## config.mk

```make
export PLATFORM = sky130hd
export DESIGN_NAME = jtoutrun_rdrom_slot
export DESIGN_NICKNAME = d
export VERILOG_FILES = /design/src/rtl/jtoutrun_rdpkg.sv /design/src/rtl/jtoutrun_rdrom_entry.sv /design/src/rtl/jtoutrun_rdrom_slot.sv
export SDC_FILE = /design/constraint.sdc
export NUM_CORES = 1
export LEC_CHECK = 0
export ABC_CLOCK_PERIOD_IN_PS = 5300
export CORE_UTILIZATION = 55
export DETAILED_ROUTE_END_ITERATION = 6
export GPL_ROUTABILITY_DRIVEN = 0
export PLACE_DENSITY = 0.95
export SYNTH_ARGS = -nofsm -noshare
export SYNTH_HDL_FRONTEND = slang
export SYNTH_HIERARCHICAL = 1
export SYNTH_SLANG_ARGS = --single-unit
```

## constraint.sdc

```tcl
create_clock -name clk -period 5.3 [get_ports clk]
set_input_delay 1.06 -clock clk [delete_from_list [all_inputs] [get_ports clk]]
set_output_delay 1.06 -clock clk [all_outputs]
set_load 0.01 [all_outputs]
```

## src/rtl/jtoutrun_rdpkg.sv

```systemverilog
// Shared definitions for the road-engine ROM slot: FSM states, client ids and
// default SDRAM base offsets for the two road layers.
package jtoutrun_rdpkg;

  typedef enum logic [1:0] {
    IDLE     = 2'd0,
    WAIT_ACK = 2'd1,
    WAIT_DST = 2'd2,
    WAIT_RDY = 2'd3
  } rd_state_t;

  localparam logic RD0 = 1'b0;
  localparam logic RD1 = 1'b1;

  localparam logic [21:0] DEF_OFFSET0 = 22'h0;
  localparam logic [21:0] DEF_OFFSET1 = 22'h4000;

endpackage

```

## src/rtl/jtoutrun_rdrom_entry.sv

```systemverilog
// One-word cache entry for a road-layer ROM client: tag/data/valid storage,
// hit compare and registered ok/data. Contents exported with JTOUTRUN_RDROM_PREFETCH_EN.
module jtoutrun_rdrom_entry #(
  parameter int AW = 14
) (
  input  logic          clk,
  input  logic          rst,
  input  logic [AW-1:0] addr,
  input  logic          cs,
  input  logic          we,
  input  logic [AW-1:0] wtag,
  input  logic [15:0]   wdata,
  input  logic          wvalid,
  output logic          hit,
`ifdef JTOUTRUN_RDROM_PREFETCH_EN
  output logic [AW-1:0] tag,
  output logic [15:0]   mem,
  output logic          valid,
`endif
  output logic          ok,
  output logic [15:0]   dout
);

`ifndef JTOUTRUN_RDROM_PREFETCH_EN
  logic [AW-1:0] tag;
  logic [15:0]   mem;
  logic          valid;
`endif

  assign hit = cs && valid && (tag == addr);

  always_ff @(posedge clk) begin
    if (rst) begin
      tag   <= '0;
      mem   <= '0;
      valid <= 1'b0;
      ok    <= 1'b0;
      dout  <= '0;
    end else begin
      if (we) begin
        tag   <= wtag;
        mem   <= wdata;
        valid <= wvalid;
      end
      ok <= hit;
      if (hit) dout <= mem;
    end
  end

endmodule

```

## src/rtl/jtoutrun_rdrom_slot.sv

```systemverilog
// Serves the two road-layer ROM fetchers from one SDRAM slot (req/ack/dst/rdy)
// with a one-word cache per client. Optional next-word prefetch: JTOUTRUN_RDROM_PREFETCH_EN.
module jtoutrun_rdrom_slot
  import jtoutrun_rdpkg::*;
#(
  parameter int             AW      = 14,
  parameter int             SDW     = 22,
  parameter logic [SDW-1:0] OFFSET0 = SDW'(DEF_OFFSET0),
  parameter logic [SDW-1:0] OFFSET1 = SDW'(DEF_OFFSET1)
) (
  input  logic           clk,
  input  logic           rst,
  input  logic [AW-1:0]  rom0_addr,
  input  logic           rom0_cs,
  output logic [15:0]    rom0_data,
  output logic           rom0_ok,
  input  logic [AW-1:0]  rom1_addr,
  input  logic           rom1_cs,
  output logic [15:0]    rom1_data,
  output logic           rom1_ok,
  output logic [SDW-1:0] sdram_addr,
  output logic           sdram_req,
  input  logic           sdram_ack,
  input  logic           sdram_dst,
  input  logic           sdram_rdy,
  input  logic [15:0]    sdram_din
);

  rd_state_t      state;
  logic           cur_id, last;
  logic [AW-1:0]  cur_tag;
  logic [AW-1:0]  addr_a [2];
  logic           cs_a   [2];
  logic           hit_a  [2];
  logic           ok_a   [2];
  logic [15:0]    dout_a [2];
  logic           miss0, miss1, pick, fill_we;
  logic [AW-1:0]  pick_addr;
  logic [SDW-1:0] pick_base;

  assign addr_a[0] = rom0_addr;
  assign addr_a[1] = rom1_addr;
  assign cs_a[0]   = rom0_cs;
  assign cs_a[1]   = rom1_cs;

  assign miss0     = rom0_cs && !hit_a[0];
  assign miss1     = rom1_cs && !hit_a[1];
  assign pick      = (miss0 && miss1) ? ~last : miss1;
  assign pick_addr = pick ? rom1_addr : rom0_addr;
  assign pick_base = (pick ? OFFSET1 : OFFSET0) + SDW'(pick_addr);
  assign fill_we   = (state == WAIT_DST) && sdram_dst;

`ifdef JTOUTRUN_RDROM_PREFETCH_EN
  logic           cur_pf, pf_pend, pf_id, fill_done;
  logic [AW-1:0]  pf_tag;
  logic [SDW-1:0] pf_base;

  assign fill_done = ((state == WAIT_DST) && sdram_dst && sdram_rdy) ||
                     ((state == WAIT_RDY) && sdram_rdy);
  assign pf_base   = (pf_id ? OFFSET1 : OFFSET0) + SDW'(pf_tag);
`endif

  for (genvar i = 0; i < 2; i++) begin : g_cli
    logic mine;
    assign mine = fill_we && (cur_id == 1'(i));
`ifdef JTOUTRUN_RDROM_PREFETCH_EN
    logic          hit_d, hit_p, ok_d, ok_p, valid_d, valid_p, swap, dwe, pwe;
    logic [AW-1:0] tag_d, tag_p;
    logic [15:0]   mem_d, mem_p, dout_d, dout_p;

    // A prefetch-entry hit swaps both entries unless a fill lands this cycle.
    assign swap = hit_p && !mine;
    assign dwe  = (mine && !cur_pf) || swap;
    assign pwe  = (mine &&  cur_pf) || swap;

    jtoutrun_rdrom_entry #(.AW(AW)) u_dem (
      .clk(clk), .rst(rst), .addr(addr_a[i]), .cs(cs_a[i]),
      .we(dwe), .wtag(swap ? tag_p : cur_tag), .wdata(swap ? mem_p : sdram_din),
      .wvalid(swap ? valid_p : 1'b1), .hit(hit_d),
      .tag(tag_d), .mem(mem_d), .valid(valid_d), .ok(ok_d), .dout(dout_d)
    );
    jtoutrun_rdrom_entry #(.AW(AW)) u_pre (
      .clk(clk), .rst(rst), .addr(addr_a[i]), .cs(cs_a[i]),
      .we(pwe), .wtag(swap ? tag_d : cur_tag), .wdata(swap ? mem_d : sdram_din),
      .wvalid(swap ? valid_d : 1'b1), .hit(hit_p),
      .tag(tag_p), .mem(mem_p), .valid(valid_p), .ok(ok_p), .dout(dout_p)
    );

    assign hit_a[i]  = hit_d || hit_p;
    assign ok_a[i]   = ok_d || ok_p;
    assign dout_a[i] = ok_p ? dout_p : dout_d;
`else
    jtoutrun_rdrom_entry #(.AW(AW)) u_dem (
      .clk(clk), .rst(rst), .addr(addr_a[i]), .cs(cs_a[i]),
      .we(mine), .wtag(cur_tag), .wdata(sdram_din), .wvalid(1'b1),
      .hit(hit_a[i]), .ok(ok_a[i]), .dout(dout_a[i])
    );
`endif
  end

  assign rom0_ok   = ok_a[0];
  assign rom1_ok   = ok_a[1];
  assign rom0_data = dout_a[0];
  assign rom1_data = dout_a[1];

  always_ff @(posedge clk) begin
    if (rst) begin
      state      <= IDLE;
      sdram_req  <= 1'b0;
      sdram_addr <= '0;
      cur_id     <= RD0;
      cur_tag    <= '0;
      last       <= RD1;
`ifdef JTOUTRUN_RDROM_PREFETCH_EN
      cur_pf     <= 1'b0;
      pf_pend    <= 1'b0;
      pf_id      <= RD0;
      pf_tag     <= '0;
`endif
    end else begin
      case (state)
        IDLE: begin
          if (miss0 || miss1) begin
            cur_id     <= pick;
            cur_tag    <= pick_addr;
            sdram_addr <= pick_base;
            sdram_req  <= 1'b1;
            state      <= WAIT_ACK;
            // Round-robin pointer only advances on contested grants.
            if (miss0 && miss1) last <= pick;
`ifdef JTOUTRUN_RDROM_PREFETCH_EN
            cur_pf     <= 1'b0;
            pf_pend    <= 1'b0;
          end else if (pf_pend) begin
            cur_id     <= pf_id;
            cur_tag    <= pf_tag;
            sdram_addr <= pf_base;
            sdram_req  <= 1'b1;
            cur_pf     <= 1'b1;
            pf_pend    <= 1'b0;
            state      <= WAIT_ACK;
`endif
          end
        end
        WAIT_ACK: if (sdram_ack) begin
          sdram_req <= 1'b0;
          state     <= WAIT_DST;
        end
        WAIT_DST: if (sdram_dst) state <= sdram_rdy ? IDLE : WAIT_RDY;
        WAIT_RDY: if (sdram_rdy) state <= IDLE;
        default:  state <= IDLE;
      endcase
`ifdef JTOUTRUN_RDROM_PREFETCH_EN
      if (fill_done && !cur_pf) begin
        pf_pend <= 1'b1;
        pf_id   <= cur_id;
        pf_tag  <= cur_tag + 1'b1;
      end
`endif
    end
  end

endmodule

```

### Yosys cells after proc, flatten, opt, wreduce, memory -nomap -nowiden

Cells that the tools add are included.

* add/sub/neg operators: 1
* reductions and logical operators: 19
* mux-type cells: 12
* bitwise gates (word level): 2
* equal/unequal tests: 9

Operators with widths (count)
* $eq A14 B14 Y1: 2
* $add A15 B14 Y16: 1
* $mux W15: 1
* $mux W14: 1
* $logic_and A1 B1 Y1: 10
* $mux W2: 5
* $ne A2 B2 Y1 const B: 4
* $pmux W2 S4: 1
* $reduce_and A3 Y1: 2
* $eq A2 B2 Y1 const B: 2
* $reduce_and A4 Y1: 1
* $mux W1: 3
* $eq A2 B1 Y1 const B: 1
* $logic_not A1 Y1: 2
* $logic_not A2 Y1: 1
* $not A1 Y1: 2
* $pmux W1 S2: 1
* $reduce_and A2 Y1: 1
* $reduce_bool A2 Y1: 1
* $logic_or A1 B1 Y1: 1

* bits in registers: 137
* word-level logic and storage cells: 59

### Logic depth before layout (Yosys ltp)

Gate-level depths: netlist (run 1).

* depth in word-level cells: 8
* gate-level depth with buffers: 9
* mapped depth without buffers: 7

### By module

Netlist (run 1), hierarchy kept.

Modules (own cells, without submodules)
* jtoutrun_rdrom_entry: times used 2, area each 2050.7 µm², cells each 196
* jtoutrun_rdrom_slot: times used 1, area each 1059.8 µm², cells each 123

### Worst setup path before layout (run 1)

Ideal clock, no wire load.

* kind: in2reg
* from: input rom1_addr[3]
* to: register cur_tag[0]
* path buffers: 1
* setup time: 79 ps
* cell stages on the path: 8
* slack: 2238 ps
* arrival: 2983 ps
* path through: xor2_1 or4_1 nor4_1 nor2b_4 o21ai_2 buf_6 a21oi_2 a211oi_2

RTL lines
* start: declaration: line jtoutrun_rdrom_slot.sv:17 `input logic [AW-1:0] rom1_addr,`
* end signal: assignment: line jtoutrun_rdrom_slot.sv:125 `cur_tag <= pick_addr;`
* end: declaration: line jtoutrun_rdrom_slot.sv:31 `logic [AW-1:0] cur_tag;`

==> impl_metrics.yaml, run 1 <==
run_status:
  run_status: "completed"
clocking:
  cts_buffers: 17
  clock_latency_ns: 0.52
  post_cts_buffers: 0
  htreeDepth: 4
  cts_sinks: 115
  ctsResizeCount: 0
  cts_root_buffer: "clkbuf_8"
  cts_hold_buf: 0
  cts_tree: "yes"
  clkTransAtPathRegs_ns: 0.06
  ctsLongestPathBuffers: 2
global_routing:
  grt_pass1_wl_mm: 21.1
  grtUsageTotal_pct: 28.2
  grt_start_max_net_pins: 85
  antenna_found_initial: 0
  grt.overflow.total: 0
  first_global_vias: 4202
timing:
  tns_ns: 0
  hold_viol: 0
  layout_min_cycle_time_ns: 3.80
  slew_viol_final: 0
  slew_headroom_pct: 27.0
  finalSetupViolations: 0
  tightest_slew_ns: 1.10
  rsz0062_at_grt: "no"
  fin_skew_ns: 0.0134
  fin_crit_sh_pct: 71.7
  max_freq_ghz: 0.263
route:
  drtAntennaViolNets: 0
  wl_per_cell_um: 18.0
  drc: 0
  drt-initial-drc-count: 190
  routed_wl_mm: 13.1
  firstDrtPassIters: 5
  drt-vias-per-instance: 5.58
  vias: 4048
power_and_ir_drop:
  vdd.ir_drop.worst_mv: 0.261
  powerDensity_nw_per_um2: 327
  p_total_mw: 2.18
  p_leak_nw: 2.26
setup_path:
  crit_chain: "clkdlybuf4s50_1 -> nand2_1 -> or4_1 -> nor4_1 -> nand3b_1 -> and2_1 -> a21oi_1 -> a211oi_1"
  worstSetupPathType: "input pin to flop"
  required_ns: 5.71
  critPathMaxStageDelay_ns: 0.67
  startpoint_type: "input pin"
  cp_data_arrival_time_ns: 4.21
  critical_path_peak_fanout: 15
  crit_path_end_kind: "flop"
  slowest_stage: "and2_1"
yosys:
  post-synth-top-count-cell: "dfxtp_1"
  ys_seq_area_share_pct: 44.6
  synthTopCellsByArea: "dfxtp_1 (45%), mux2i_1 (18%), nand2b_1 (7.9%)"
  syn_area_um2: 5160
  yosysTopAreaCellShare_pct: 44.6
  ys_ff_latch: 115
  synth_edf_count: 0
  ys_types: 41
  syn-instance-count: 515
  synth_top_area_cell: "dfxtp_1"
  synth_flop_cell: "dfxtp_1"
  ys_async_sr_fraction_pct: 0
  syn_avg_cell_area_um2: 10.0
  ys_warn_count: 6
  synthTopCellsByCount: "dfxtp_1 (115), mux2i_1 (94), nor2_1 (81)"
finish:
  final_nets: 656
  drive_gt1_share_pct: 11.2
  fillers: 582
  antenna_cells: 0
  syn_to_final_growth_pct: 29.4
place:
  io_buffers: 100
  detailed_place_hpwl_mm: 8.74
floorplanning:
  die_area_um2: 9780
  initial_core_util_pct: 58.0
  rows: 34
  core_area_um2: 8890
  die-height_um: 98.9
  top_level_ports: 108
  die_w_um: 98.9
run:
  drv_cap: 0
min_path:
  hold_path.class: "flop to flop"
-- flip-flops by register name, indices dropped and copies added, names as in the netlist --
signal / cells
g_cli.u_dem/dout: 32
g_cli.u_dem/mem: 32
g_cli.u_dem/tag: 28
cur_tag: 13
g_cli.u_dem/ok: 2
g_cli.u_dem/valid: 2
sdram_addr: 2
state: 2
last: 1
sdram_req: 1
-- power by group --
part	internal (mW)	switching [mW]	total [mW]
clock	0.588	0.442	1.03
sequential	0.888	0.0296	0.917
combinational	0.115	0.122	0.237
-- path summary, 6_finish.rpt --
check / cells after the start / start / end / slack [ns]
worst max-delay path: 8 / rom0_cs / cur_tag[5]$_SDFFE_PP0P_ / 1.50
worst min register to register: 2 / g_cli[0].u_dem/mem[6]$_SDFFE_PP0P_ / g_cli[0].u_dem/dout[6]$_SDFFE_PP0P_ / 0.47
worst max register to register: 7 / g_cli[0].u_dem/tag[3]$_SDFFE_PP0P_ / cur_tag[5]$_SDFFE_PP0P_ / 2.23
worst min-delay path: 2 / g_cli[0].u_dem/mem[6]$_SDFFE_PP0P_ / g_cli[0].u_dem/dout[6]$_SDFFE_PP0P_ / 0.47
-- cells in the final DEF, fill, tap and decap left out, drive strengths merged, types with 2 or more instances in the layout --
master           n
dfxtp          115
clkdlybuf4s50   99
mux2i           94
nor2            82
nand2b          65
xnor2           22
nand2           19
clkbuf          18
a21oi           18
a211oi          14
conb             9
inv              8
xor2             7
nand4            6
buf              5
clkinvlp         4
nor4             4
nor2b            4
nand3b           3
nand3            3
o21ai            3
clkinv           2
or4              2
nand4bb          2
nand4b           2
-- worst max-delay path: cells and delay by family --
kind,cells,cell delay [ns]
compound gates,2,0.49
buf+inv,1,0.59
simple gates,5,2.07
-- final cells by class --
class	count	area [µm²]	area share, %
Timing Repair Buffer	104	1030	15.4
Multi-Input combinational cell	367	2680	40.1
Clock buffer	18	418	6.26
Clock inverter	14	120	1.80
Sequential cell	115	2300	34.5
Tap cell	108	135	2.02
-- layer usage --
layer	track usage, %	vias to the layer above	wire length [µm]
met5	0	-	0
met4	12.9	0	384
met3	6.17	31	635
met2	51.7	175	6880
met1	31.1	1931	5190
li1	-	1911	-
-- through the flow --
step	setup slack (ns)	hold slack [ns]	util [%]	instances	instance area, µm²
finish	1.50	0.468	75.1	726	6680
global route	1.33	0.499	75.1	726	6680
CTS	1.59	0.471	75.1	726	6680
detailed placement	1.17	0.461	69.1	694	6140
global placement	1.23	0.457	69.1	694	6140
floorplan	2.24	0.451	-	522	5190
-- logic make-up after synthesis --
group                     count (synthesis)  synth area share (%)
and+or+nand+nor                         196                  20.9
buffers and inverters                    40                  4.36
muxes                                    94                  18.2
AOI/OAI and AO/OA                        39                  6.25
DFF                                     115                  44.6
other                                     2                 0.146
xor gates and xnor gates                 29                  5.50
(Power assumes the default switching activity.)
==> run 2, diff against run 1 <==
--- a/config.mk
+++ b/config.mk
@@ -5,11 +5,11 @@
 export SDC_FILE = /design/constraint.sdc
 export NUM_CORES = 1
 export LEC_CHECK = 0
-export ABC_CLOCK_PERIOD_IN_PS = 5300
-export CORE_UTILIZATION = 55
+export ABC_CLOCK_PERIOD_IN_PS = 3500
+export CORE_UTILIZATION = 51
 export DETAILED_ROUTE_END_ITERATION = 6
 export GPL_ROUTABILITY_DRIVEN = 0
-export PLACE_DENSITY = 0.95
+export PLACE_DENSITY = 0.91
 export SYNTH_ARGS = -nofsm -noshare
 export SYNTH_HDL_FRONTEND = slang
 export SYNTH_HIERARCHICAL = 1
==> constraint.sdc (replaced) <==
create_clock -name clk -period 3.5 [get_ports clk]
set_input_delay 0.7 -clock clk [delete_from_list [all_inputs] [get_ports clk]]
set_output_delay 0.7 -clock clk [all_outputs]
set_load 0.01 [all_outputs]
==> run 2 against run 1 <==
Net effect: count of clock-buffer cells in the layout is 2 higher; final area is 2.3% higher; largest power group unchanged; core utilization is 5.2 points lower; highest routed layer unchanged; flip-flop and latch count stayed put.
==> impl_metrics.yaml, run 2 (same netlist as run 1, synthesis figures left out) <==
power_and_ir_drop:
  p_leak_nw: 2.33
  switching_share_pct: 23.9
  p_comb_share_pct: 10.5
  powerDensity_nw_per_um2: 509
  vdd.ir_drop.worst_mv: 0.343
  switchingPower_uw: 832
  power_frac_seq_pct: 40.0
  p_clk_share_pct: 49.5
  internal_power_mw: 2.65
clocking:
  cts_hold_buf: 0
  ctsResizeCount: 0
  clock_latency_ns: 0.52
  cts_tree: "yes"
  cts_buffers: 17
  clkTransAtPathRegs_ns: 0.06
  cts_root_buffer: "clkbuf_8"
  htreeDepth: 4
  cts_sinks: 115
  ctsLongestPathBuffers: 2
  post_cts_buffers: 0
global_routing:
  grtUsageTotal_pct: 25.6
  grt.overflow.total: 0
  antenna_found_initial: 0
  grt_start_max_net_pins: 76
  grt_pass1_wl_mm: 19.9
  first_global_vias: 4089
route:
  wl_per_cell_um: 17.0
  drt-initial-drc-count: 168
  vias: 4029
  drtAntennaViolNets: 0
  firstDrtPassIters: 4
  drt-vias-per-instance: 5.32
  drc: 0
  routed_wl_mm: 12.9
finish:
  antenna_cells: 0
  drive_gt1_share_pct: 12.0
  final_nets: 662
  final_common_cell: "dfxtp_1"
  post-route-util_pct: 69.9
  final_cell_mix: "dfxtp_1 (115), clkdlybuf4s50_1 (99), mux2i_1 (94)"
  reg_top3: "g_cli.u_dem/dout (32), g_cli.u_dem/mem (32), g_cli.u_dem/tag (28)"
  syn_to_final_growth_pct: 32.4
setup_path:
  crit_top_cell: "nand2_1"
  required_ns: 3.92
  startpoint_type: "input pin"
  critPathMaxStageDelay_ns: 0.53
  worstSetupPathType: "input pin to flop"
  r2r-start: "g_cli[0].u_dem/tag[3]$_SDFFE_PP0P_"
  cp_data_arrival_time_ns: 3.24
  crit_chain: "clkdlybuf4s50_1 -> xor2_1 -> or4_1 -> nor4_1 -> buf_4 -> nor2b_4 -> nand2_1 -> nand2_1 -> a211oi_1"
  crit_start: "rom1_addr[3]"
  critical_path_peak_fanout: 14
  cp_top_family: "simple AND/OR/NAND/NOR gates"
  cp_num_buf_inv: 2
  slowest_stage: "or4_1"
  crit_path_end_kind: "flop"
run:
  drv_cap: 0
floorplanning:
  core_area_um2: 9770
  die-height_um: 103
  top_level_ports: 108
  die_area_um2: 10500
  initial_core_util_pct: 52.8
  rows: 36
  die_w_um: 103
timing:
  slew_headroom_pct: 54.3
  rsz0062_at_grt: "no"
  final.setup.worst_slack_ns: 0.679
  layout_min_cycle_time_ns: 2.82
  tightest_slew_ns: 0.686
  slew_viol_final: 0
  finalSetupViolations: 0
  tns_ns: 0
  holdWs_ns: 0.472
  hold_viol: 0
  fin_crit_sh_pct: 80.6
  max_freq_ghz: 0.355
  fin_skew_ns: 0.00798
run_status:
  run_status: "completed"
place:
  detailed_place_hpwl_mm: 8.98
  pre_cts_ws_ns: 0.257
  io_buffers: 100
min_path:
  hold_path.class: "flop to flop"
  hold_start: "g_cli[1].u_dem/dout[9]$_SDFFE_PP0P_"
## run 2: changes by cell type in the layout (fill, tap and decap cells not counted), sizes merged
cell | previous run | this run
clkinv | 2 | 6
bufinv | 0 | 3
inv | 8 | 1
clkinvlp | 4 | 2
buf | 5 | 11
clkbuf | 18 | 20
## run 2: through the flow
step | power [mW] | cell area [µm²] | cells
floorplan | 1.61 | 5190 | 522
global placement | 1.76 | 6230 | 725
detailed placement | 1.78 | 6230 | 725
CTS | 3.50 | 6830 | 757
global route | 3.59 | 6830 | 757
finish | 3.48 | 6830 | 757
## run 2: worst reg2reg max path, cell delays in order, from the launching register on
cell and delay (ns):
dfxtp_1 0.32, xor2_1 0.16, or4_1 0.52, nor4_1 0.47
nand3b_1 0.19, and2_1 0.16, buf_4 0.20, a21oi_1 0.09
a211oi_1 0.27
## run 2: final timing paths
check / endpoint / slack, ns / depth (start not counted)
hold reg to reg: g_cli[1].u_dem/dout[9]$_SDFFE_PP0P_ / 0.47 / 2
setup reg to reg: cur_tag[4]$_SDFFE_PP0P_ / 1.03 / 8
setup / recovery: cur_tag[4]$_SDFFE_PP0P_ / 0.68 / 9
hold / removal: g_cli[1].u_dem/dout[9]$_SDFFE_PP0P_ / 0.47 / 2
## run 2: layer usage
layer / vias up / GRT usage, % / wire length [µm]
li1: 1918 / - / -
met1: 1929 / 27.0 / 4990
met2: 151 / 47.9 / 6820
met3: 31 / 7.12 / 753
met4: 0 / 10.3 / 304
met5: - / 0 / 0
## run 2: power groups by stage
stage,clock [mW],sequential [mW],combinational (mW)
after global routing,1.81,1.39,0.388
after global placement,0,1.42,0.348
after detailed placement,0,1.42,0.357
after CTS,1.75,1.39,0.363
final,1.72,1.39,0.364
after floorplan,0,1.41,0.201
## run 2: cell type report
| class | count | area, µm² |
|---|---|---|
| Clock buffer | 20 | 445 |
| Timing Repair Buffer | 110 | 1090 |
| Multi-Input combinational cell | 367 | 2680 |
| Sequential cell | 115 | 2300 |
| Fill cell | 716 | 2940 |
| Clock inverter | 12 | 155 |
| Tap cell | 133 | 166 |
